==> src/rtl/clk_div_pkg.sv <==
// -----------------------------------------------------------------------------
// clk_div_pkg
// Shared definitions for the clock divider monitor:
//   - mon_state_t   : monitor FSM encoding (IDLE/ACQUIRE/MEASURE/LOCKED)
//   - RATIO_W_DEF   : default width of the programmed division ratio
//   - CNT_W_DEF     : default width of the period/high-time counters
//   - ratio_high_ok : accepts a high time of floor(N/2) or ceil(N/2)
// -----------------------------------------------------------------------------
package clk_div_pkg;

    localparam int RATIO_W_DEF = 6;
    localparam int CNT_W_DEF   = 8;

    typedef enum logic [1:0] {
        ST_IDLE    = 2'd0,
        ST_ACQUIRE = 2'd1,
        ST_MEASURE = 2'd2,
        ST_LOCKED  = 2'd3
    } mon_state_t;

    // Odd ratios may put the extra cycle in either phase, so both the floor
    // and the ceiling of N/2 are accepted as a healthy high time.
    function automatic logic ratio_high_ok(input logic [31:0] n,
                                           input logic [31:0] high);
        return (high == (n >> 1)) || (high == ((n + 32'd1) >> 1));
    endfunction

endpackage

==> src/rtl/clk_edge_sync.sv <==
// -----------------------------------------------------------------------------
// clk_edge_sync
// Samples an observed clock through SYNC_STAGES flops and produces registered
// rise/fall pulses plus a level that is aligned with those pulses.
// Ports:
//   clk       in   sampling clock
//   reset     in   asynchronous, active-low reset
//   async_in  in   observed signal
//   level     out  sampled level, aligned with rise/fall
//   rise      out  1-cycle pulse on a 0->1 transition of the sampled signal
//   fall      out  1-cycle pulse on a 1->0 transition of the sampled signal
// -----------------------------------------------------------------------------
module clk_edge_sync #(
    parameter int SYNC_STAGES = 2
) (
    input  logic clk,
    input  logic reset,
    input  logic async_in,
    output logic level,
    output logic rise,
    output logic fall
);

    logic [SYNC_STAGES-1:0] sync_q;
    logic                   prev_q;

    always_ff @(posedge clk or negedge reset) begin
        if (!reset) begin
            sync_q <= '0;
            prev_q <= 1'b0;
            rise   <= 1'b0;
            fall   <= 1'b0;
        end else begin
            sync_q[0] <= async_in;
            for (int i = 1; i < SYNC_STAGES; i++) begin
                sync_q[i] <= sync_q[i-1];
            end
            prev_q <= sync_q[SYNC_STAGES-1];
            rise   <= sync_q[SYNC_STAGES-1] & ~prev_q;
            fall   <= ~sync_q[SYNC_STAGES-1] & prev_q;
        end
    end

    // prev_q updates on the same edge that registers rise/fall, so it shows
    // the new level in the same cycle the pulse is visible.
    assign level = prev_q;

endmodule

==> src/rtl/clock_divider_monitor.sv <==
// -----------------------------------------------------------------------------
// clock_divider_monitor
// Measures period and high time of divided_clk in reference_clk cycles and
// checks them against the programmed division ratio N.
// Ports:
//   reference_clk       in   monitor clock
//   reset               in   asynchronous, active-low reset
//   clk_divider_enable  in   divider enable; monitor idles while 0
//   division_ratio      in   programmed ratio N (monitored for N >= 2)
//   divided_clk         in   divider output under observation
//   err_clear           in   1-cycle pulse clearing the sticky errors
//   measured_period     out  last completed period (rise to rise)
//   measured_high       out  high time of the last completed period
//   period_valid        out  1-cycle pulse when measured_* update
//   locked              out  LOCK_COUNT consecutive periods matched N
//   ratio_error         out  sticky: a checked period/high time mismatched
//   stuck_error         out  sticky: TIMEOUT cycles without a rising edge
//   fsm_state           out  current monitor state (mon_state_t encoding)
// Handshake: period_valid is a single-cycle strobe with no back-pressure;
// measured_*, locked and ratio_error are valid in the cycle it is high.
// -----------------------------------------------------------------------------
module clock_divider_monitor
    import clk_div_pkg::*;
#(
    parameter int RATIO_W     = RATIO_W_DEF,
    parameter int CNT_W       = CNT_W_DEF,
    parameter int SYNC_STAGES = 2,
    parameter int LOCK_COUNT  = 4,
    parameter int TIMEOUT     = 255
) (
    input  logic               reference_clk,
    input  logic               reset,
    input  logic               clk_divider_enable,
    input  logic [RATIO_W-1:0] division_ratio,
    input  logic               divided_clk,
    input  logic               err_clear,
    output logic [CNT_W-1:0]   measured_period,
    output logic [CNT_W-1:0]   measured_high,
    output logic               period_valid,
    output logic               locked,
    output logic               ratio_error,
    output logic               stuck_error,
    output logic [1:0]         fsm_state
);

    localparam int                 GOOD_W       = $clog2(LOCK_COUNT + 1);
    localparam logic [GOOD_W-1:0]  LOCK_TARGET  = GOOD_W'(LOCK_COUNT);
    localparam logic [CNT_W-1:0]   CNT_MAX      = '1;
    // per_cnt is one behind the elapsed cycle count, so the timeout fires
    // when it holds TIMEOUT-1 and no edge arrives.
    localparam logic [CNT_W-1:0]   TIMEOUT_LAST = CNT_W'(TIMEOUT - 1);

    mon_state_t         state;
    logic [RATIO_W-1:0] ratio_q;
    logic [CNT_W-1:0]   per_cnt;
    logic [CNT_W-1:0]   hi_cnt;
    logic [GOOD_W-1:0]  good_cnt;

    logic clk_level;
    logic clk_rise;
    logic clk_fall;
    logic unused_fall;

    clk_edge_sync #(
        .SYNC_STAGES (SYNC_STAGES)
    ) u_edge_sync (
        .clk      (reference_clk),
        .reset    (reset),
        .async_in (divided_clk),
        .level    (clk_level),
        .rise     (clk_rise),
        .fall     (clk_fall)
    );

    // The high time is counted from the level, the fall pulse is not needed.
    assign unused_fall = clk_fall;

    logic               run_ok;
    logic               ratio_changed;
    logic               timeout_hit;
    logic               tracking;
    logic [CNT_W-1:0]   per_inc;
    logic [CNT_W-1:0]   hi_inc;
    logic [GOOD_W-1:0]  good_inc;
    logic               period_ok;
    logic               ratio_set;
    logic               stuck_set;

    always_comb begin
        run_ok        = clk_divider_enable && (division_ratio >= RATIO_W'(2));
        ratio_changed = (division_ratio != ratio_q);
        timeout_hit   = (per_cnt >= TIMEOUT_LAST);
        tracking      = (state == ST_MEASURE) || (state == ST_LOCKED);
        per_inc       = (per_cnt == CNT_MAX) ? CNT_MAX : per_cnt + CNT_W'(1);
        hi_inc        = (hi_cnt == CNT_MAX) ? CNT_MAX : hi_cnt + CNT_W'(1);
        good_inc      = (good_cnt >= LOCK_TARGET) ? LOCK_TARGET
                                                  : good_cnt + GOOD_W'(1);
        period_ok     = (per_inc == CNT_W'(ratio_q)) &&
                        ratio_high_ok(32'(ratio_q), 32'(hi_cnt));
        // A ratio change suppresses both the check and the timeout.
        ratio_set     = run_ok && tracking && !ratio_changed &&
                        clk_rise && !period_ok;
        stuck_set     = run_ok && (state != ST_IDLE) && !ratio_changed &&
                        !clk_rise && timeout_hit;
    end

    always_ff @(posedge reference_clk or negedge reset) begin
        if (!reset) begin
            state           <= ST_IDLE;
            ratio_q         <= '0;
            per_cnt         <= '0;
            hi_cnt          <= '0;
            good_cnt        <= '0;
            measured_period <= '0;
            measured_high   <= '0;
            period_valid    <= 1'b0;
            locked          <= 1'b0;
            ratio_error     <= 1'b0;
            stuck_error     <= 1'b0;
        end else begin
            period_valid <= 1'b0;
            // A new error in the same cycle as err_clear keeps the flag set.
            ratio_error  <= ratio_set | (ratio_error & ~err_clear);
            stuck_error  <= stuck_set | (stuck_error & ~err_clear);

            if (!run_ok) begin
                state    <= ST_IDLE;
                per_cnt  <= '0;
                hi_cnt   <= '0;
                good_cnt <= '0;
                locked   <= 1'b0;
            end else if (state == ST_IDLE) begin
                state    <= ST_ACQUIRE;
                ratio_q  <= division_ratio;
                per_cnt  <= '0;
                hi_cnt   <= '0;
                good_cnt <= '0;
            end else if (ratio_changed) begin
                state    <= ST_ACQUIRE;
                ratio_q  <= division_ratio;
                per_cnt  <= '0;
                hi_cnt   <= '0;
                good_cnt <= '0;
                locked   <= 1'b0;
            end else if (clk_rise) begin
                // The rise cycle is already the first high cycle of the
                // new period, so the high counter restarts at 1.
                per_cnt <= '0;
                hi_cnt  <= CNT_W'(1);
                if (state == ST_ACQUIRE) begin
                    state    <= ST_MEASURE;
                    good_cnt <= '0;
                end else begin
                    measured_period <= per_inc;
                    measured_high   <= hi_cnt;
                    period_valid    <= 1'b1;
                    if (period_ok) begin
                        good_cnt <= good_inc;
                        if (good_inc >= LOCK_TARGET) begin
                            locked <= 1'b1;
                            state  <= ST_LOCKED;
                        end
                    end else begin
                        good_cnt <= '0;
                        locked   <= 1'b0;
                        state    <= ST_MEASURE;
                    end
                end
            end else if (timeout_hit) begin
                state    <= ST_ACQUIRE;
                per_cnt  <= '0;
                hi_cnt   <= '0;
                good_cnt <= '0;
                locked   <= 1'b0;
            end else begin
                per_cnt <= per_inc;
                if (clk_level) begin
                    hi_cnt <= hi_inc;
                end
            end
        end
    end

    assign fsm_state = state;

endmodule

==> config.mk <==
export PLATFORM = sky130hd
export DESIGN_NAME = clock_divider_monitor
export DESIGN_NICKNAME = d
export VERILOG_FILES = /design/src/rtl/clk_div_pkg.sv /design/src/rtl/clk_edge_sync.sv /design/src/rtl/clock_divider_monitor.sv
export SDC_FILE = /design/constraint.sdc
export NUM_CORES = 1
export LEC_CHECK = 0
export ABC_AREA = 1
export CORE_MARGIN = 10
export CORE_UTILIZATION = 45
export DETAILED_ROUTE_END_ITERATION = 8
export PLACE_DENSITY = 0.77
export SKIP_CTS_REPAIR_TIMING = 1
export SYNTH_ARGS = -nofsm -noshare
export SYNTH_HDL_FRONTEND = slang
export SYNTH_HIERARCHICAL = 1
export SYNTH_SLANG_ARGS = --single-unit
==> constraint.sdc <==
create_clock -name reference_clk -period 2.06 [get_ports reference_clk]
set_input_delay 0.412 -clock reference_clk [delete_from_list [all_inputs] [get_ports reference_clk]]
set_output_delay 0.412 -clock reference_clk [all_outputs]
set_load 0.02 [all_outputs]
==> out/summary.txt, run 1 <==
crit path max-delay cell type - dfrtp_1
fin area - 3750 µm²
largest net degree at the start of global routing - 34
Worst path max stage delay - 0.48 ns
non-filler cells, final - 551
Initial Utilization - 46.6%
1st-pass router iterations - 5
RSZ-0062 raised after global routing - yes
Multi-input gate area - 1460 µm²
WP data arrival - 2.20 ns
Leak Pwr - 1.84 nW
CTS root buffer - clkbuf_8
clock slew seen by the registers of the worst setup and hold paths - 0.10 ns
Die Y - 101 µm
placed instance count - 537
Synth Area per Inst - 7.22 µm²
Worst EP required - 2.31 ns
Core Area - 6390 µm²
antenna violations before repair - 0
Total GRT Usage - 15.2%
outcome - finished, final reports clean
critical-path maximum fanout - 6
Area growth, synth to finish - 26.1%
die area - 10300 µm²
Cell Area, Placed - 3540 µm²
Hold WC Path Type - input port to asynchronous set/reset pin
Util after Layout - 58.7%
worst setup margin - 0.107 ns
CTS tree - yes
H-tree Lvls - 2
die width - 101 µm
Starting DRT DRC Count - 203
Worst setup startpoint - per_cnt[2]$_DFF_PN0_
critical path class - flip-flop to flip-flop
crit end category - flip-flop
pre-CTS WS - -0.180 ns
post-synth net total - 429
Mapped Area - 2980 µm²
Ant. Diodes - 0
fin. max-slew vios - 0
Worst Clk Skew - 0.0118 ns
final WL - 7590 µm
clock buffer depth - 2
worst slew pin tran - 0.546 ns
setup violators final - 0
crit-path cells - nand2_2 -> nor2_4 -> nand2_4 -> nand3_1 -> nand2_1 -> nor2_1 -> nand2_1 -> nor2_2 -> nand3_2 -> nor2_2 -> nand2_2 -> a21oi_2
FMAX - 512 MHz
Avg WL per Cell - 13.8 µm
worst vdd ir - 0.398 mV
post-layout minimum cycle time - 1.95 ns
post-DR vias/cell - 5.20
Antenna Nets Post-Route - 0
I/O Buffers - 32
clk_lat worst skew - 0.32 ns
cell row count - 29
sequential standard cell area - 1280 µm²
fin crit share - 94.8%
Hold Vio Cnt, Final - 0
I/O pin cnt - 33
maximum capacitance violations - 0
# DRC - 0
layout cells sized above 1 - 16.0%
Synthesis Warnings - 6
total grt overflow - 0
clk sinks - 51
power density over cell area - 524 nW/µm²
Nets - 490
CP Launch Type - flip-flop
Fillers - 571
R2R cell count - 12
cts bufs inserted - 5
Final GP Congestion - 0.986
HPWL Detailed - 5860 µm
Reg-to-Reg Start - per_cnt[2]$_DFF_PN0_
vias in the first global route - 2790
vias - 2863
Worst slew margin - 63.6%
first-pass GRT wire length - 12800 µm
Synth Instances - 412
[through the flow]
step / TNS [ns] / hold WS (ns) / power, mW
after global routing: -0.000573 / 0.0903 / 2.06
after global placement: -1.61 / 0.335 / 1.33
final: 0 / 0.0700 / 1.97
after detailed placement: -2.64 / 0.345 / 1.34
after CTS: -0.0410 / 0.0685 / 1.96
after floorplan: 0 / 0.116 / 1.22
[cells in the final DEF, fill, tap and decap left out, types with 3 or more instances in the layout]
master and count:
dfrtp_1 49, inv_1 63, inv_2 4, nand3_1 24, nor2_1 34, nand3_2 5
nand2_2 5, clkdlybuf4s50_1 31, ha_1 4, buf_4 25, clkbuf_8 6, nand2_1 125
nand4_1 11, nor3_1 3, o21ai_0 41, o21ai_2 3, nor2_2 4, a21oi_1 6
nor2_4 5
[path summary, 6_finish.rpt]
path                                                        end  slack (ns)
worst max register to register          good_cnt[2]$_DFFE_PN0P_        0.11
worst min-delay path                      hi_cnt[3]$_DFFE_PN0P_        0.07
min in group reference_clk      u_edge_sync/sync_q[1]$_DFF_PN0_        0.36
max in group asynchronous                 ratio_error$_DFF_PN0_        1.44
worst max-delay path                    good_cnt[2]$_DFFE_PN0P_        0.11
worst min register to register  u_edge_sync/sync_q[1]$_DFF_PN0_        0.36
[where the power goes]
part	leakage (nW)	internal (mW)	total, mW	switching [mW]
Combinational	1.11	0.122	0.294	0.172
Sequential	0.690	1.02	1.04	0.0245
Clock	0.0474	0.275	0.627	0.352
Total	1.84	1.42	1.97	0.549
[worst max-delay path, delay by kind of cell, from the launching register on]
family / cells / cell delay, ns
AND/OR/NAND/NOR: 11 / 1.27
flip-flops: 1 / 0.48
AO/OA/AOI/OAI: 1 / 0.12
[cell type report]
cell class	instances	area share, %
clock buffers	6	2.20
clock inverters	2	0.434
inverters	67	6.70
multi-input cells	287	38.9
flip-flops and latches	51	34.1
well taps	77	2.57
repair buffers	61	15.1
[flip-flops by register name (all words and copies together), names as in the netlist]
register and cells:
locked 1, fsm_state 2, ratio_error 1, measured_period 8, u_edge_sync/level 1, measured_high 8
hi_cnt 8, period_valid 1, good_cnt 3, per_cnt 8, u_edge_sync/sync_q 2, u_edge_sync/rise 1
stuck_error 1, ratio_q 6
[routing by layer]
metal	track usage [%]	vias up	routed length, µm
met2	26.3	92	3700
li1	-	1420	-
met5	0	-	0
met3	3.00	10	458
met4	4.93	0	119
met1	18.5	1341	3310
No activity file was read; power rests on OpenSTA's default activity.
==> run 2, diff against run 1 <==
- CORE_MARGIN: 10 -> 2
==> run 2 against run 1 <==
Non-clock buffer count is 4 higher. Highest routed layer unchanged. Setup slack got worse by 0.025 ns. Global-route usage increased by 6.3 points. Die area is 29% lower. Clock power fell by 3.5%. Via count fell by 1.5%.
==> out/summary.txt, run 2 (synthesized netlist as in run 1, its figures left out) <==
cts bufs inserted - 5 (unchanged)
crit path max-delay cell type - clkdlybuf4s50_1 (was dfrtp_1)
HPWL Detailed - 5750 µm (was 5860 µm)
Worst slew margin - 63.9% (was 63.6%)
fin area - 3810 µm² (was 3750 µm²)
switching power - 0.566 mW (was 0.549 mW)
worst vdd ir - 0.339 mV (was 0.398 mV)
final WL - 7610 µm (was 7590 µm)
crit end category - flip-flop (unchanged)
CTS root buffer - clkbuf_8 (unchanged)
placed instance count - 542 (was 537)
Area growth, synth to finish - 28.0% (was 26.1%)
CP Launch Type - input port (was flip-flop)
Nets - 494 (was 490)
I/O Buffers - 32 (unchanged)
critical-path maximum fanout - 3 (was 6)
most common cell after layout, fill and taps aside - nand2_1 (unchanged)
pre-CTS WS - -0.187 ns (was -0.180 ns)
cell row count - 29 (unchanged)
worst slew pin tran - 0.541 ns (was 0.546 ns)
most frequent cells in the layout - nand2_1, inv_1, dfrtp_1, o21ai_0, nor2_1 (unchanged)
H-tree Lvls - 2 (unchanged)
clk_lat worst skew - 0.31 ns (was 0.32 ns)
die width - 85.3 µm (was 101 µm)
Worst EP required - 2.26 ns (was 2.31 ns)
WP buf/inv - 3 (was 0)
die area - 7280 µm² (was 10300 µm²)
vias in the first global route - 2840 (was 2790)
Ant. Diodes - 0 (unchanged)
sequential fraction of design power - 54.0% (was 53.1%)
Fillers - 579 (was 571)
worst setup margin - 0.0818 ns (was 0.107 ns)
power density over cell area - 512 nW/µm² (was 524 nW/µm²)
Hold Vio Cnt, Final - 0 (unchanged)
clk sinks - 51 (unchanged)
setup violators final - 0 (unchanged)
vias - 2821 (was 2863)
outcome - finished, final reports clean (unchanged)
total grt overflow - 0 (unchanged)
internal power - 1.38 mW (was 1.42 mW)
RSZ-0062 raised after global routing - yes (unchanged)
CTS tree - yes (unchanged)
Final TNS setup - 0 ns (unchanged)
post-DR vias/cell - 5.08 (was 5.20)
sequential standard cell area - 1280 µm² (about the same)
crit-path cells - clkdlybuf4s50_1 -> inv_1 -> nand2_1 -> nand2_1 -> nor2_1 -> nand2_1 -> nor2_4 -> buf_4 -> nand4_1 -> nor2_1 -> nand4_1 -> a21oi_2 -> nor2_1 (was nand2_2 -> nor2_4 -> nand2_4 -> nand3_1 -> nand2_1 -> nor2_1 -> nand2_1 -> nor2_2 -> nand3_2 -> nor2_2 -> nand2_2 -> a21oi_2)
FMAX - 506 MHz (was 512 MHz)
sw frac - 29.0% (was 27.9%)
critical path class - input port to flip-flop (was flip-flop to flip-flop)
maximum capacitance violations - 0 (unchanged)
1st-pass router iterations - 5 (unchanged)
Final GP Congestion - 0.923 (was 0.986)
Clock power frac - 31.0% (was 31.9%)
fin crit share - 96.0% (was 94.8%)
I/O pin cnt - 33 (unchanged)
Starting DRT DRC Count - 174 (was 203)
# DRC - 0 (unchanged)
Antenna Nets Post-Route - 0 (unchanged)
Avg WL per Cell - 13.7 µm (was 13.8 µm)
combinational power share - 15.0% (about the same)
clock buffer depth - 2 (unchanged)
Core Area - 6390 µm² (unchanged)
Die Y - 85.3 µm (was 101 µm)
top cell family by delay on the critical path - simple AND/OR/NAND/NOR gates (unchanged)
fin. max-slew vios - 0 (unchanged)
Total GRT Usage - 21.5% (was 15.2%)
antenna violations before repair - 0 (unchanged)
first-pass GRT wire length - 12600 µm (was 12800 µm)
Cell Area, Placed - 3580 µm² (was 3540 µm²)
WP data arrival - 2.18 ns (was 2.20 ns)
Hold WC Path Type - input port to asynchronous set/reset pin (unchanged)
Worst path max stage delay - 0.48 ns (about the same)
Worst Clk Skew - 0.00864 ns (was 0.0118 ns)
layout cells sized above 1 - 19.0% (was 16.0%)
Leak Pwr - 1.87 nW (was 1.84 nW)
clock slew seen by the registers of the worst setup and hold paths - 0.10 ns (about the same)
largest net degree at the start of global routing - 34 (unchanged)
non-filler cells, final - 555 (was 551)
Multi-input gate area - 1480 µm² (was 1460 µm²)
Initial Utilization - 46.6% (unchanged)
post-layout minimum cycle time - 1.98 ns (was 1.95 ns)
## run 2: through the flow
| step | util [%] | hold WS (ns) | power [mW] |
|---|---|---|---|
| after floorplan | - | 0.116 | 1.22 |
| after global placement | 56.0 | 0.334 | 1.34 |
| after detailed placement | 56.0 | 0.345 | 1.35 |
| after CTS | 57.5 | 0.0951 | 1.95 |
| after global routing | 59.6 | 0.106 | 2.04 |
| final | 59.6 | 0.0733 | 1.95 |
## run 2: per-layer routing
metal | GRT usage [%] | part of all wire [%] | up-vias
met5 | 0 | 0 | -
met4 | 8.51 | 2.8 | 0
met1 | 27.6 | 45 | 1304
met2 | 36.1 | 48 | 72
met3 | 3.50 | 4.6 | 19
li1 | - | - | 1426
## run 2: power groups by stage
| stage | sequential, mW | clock, mW | combinational (mW) |
|---|---|---|---|
| after floorplan | 1.06 | 0 | 0.161 |
| after global placement | 1.07 | 0 | 0.277 |
| after detailed placement | 1.07 | 0 | 0.284 |
| after CTS | 1.05 | 0.617 | 0.285 |
| after global routing | 1.05 | 0.653 | 0.328 |
| final | 1.05 | 0.605 | 0.292 |
## run 2: path summary, 6_finish.rpt
| kind | slack (ns) | cells after the start | from | endpoint |
|---|---|---|---|---|
| setup reg to reg | 0.09 | 13 | ratio_q[0]$_DFFE_PN0P_ | good_cnt[2]$_DFFE_PN0P_ |
| hold reg to reg | 0.37 | 0 | u_edge_sync/sync_q[0]$_DFF_PN0_ | u_edge_sync/sync_q[1]$_DFF_PN0_ |
| setup / recovery | 0.08 | 13 | division_ratio[3] | fsm_state[0]$_DFFE_PN0P_ |
| max in group asynchronous | 1.44 | 2 | reset | per_cnt[2]$_DFF_PN0_ |
| min in group reference_clk | 0.37 | 0 | u_edge_sync/sync_q[0]$_DFF_PN0_ | u_edge_sync/sync_q[1]$_DFF_PN0_ |
| hold / removal | 0.07 | 1 | reset | measured_high[2]$_DFFE_PN0P_ |
## run 2: final cells by class
class	count	share of cell area, %
inverter	67	6.67
sequential	51	33.7
clock inverter	3	0.624
tap	77	2.53
multi-input combinational	287	38.9
clock buffer	5	1.81
timing repair buffer	65	15.8
==> run 3, diff against run 2 <==
- SLEW_MARGIN: not set -> 20
==> results of run 3 <==
Same layout as run 2: the final DEF is identical, and so are final timing and power.
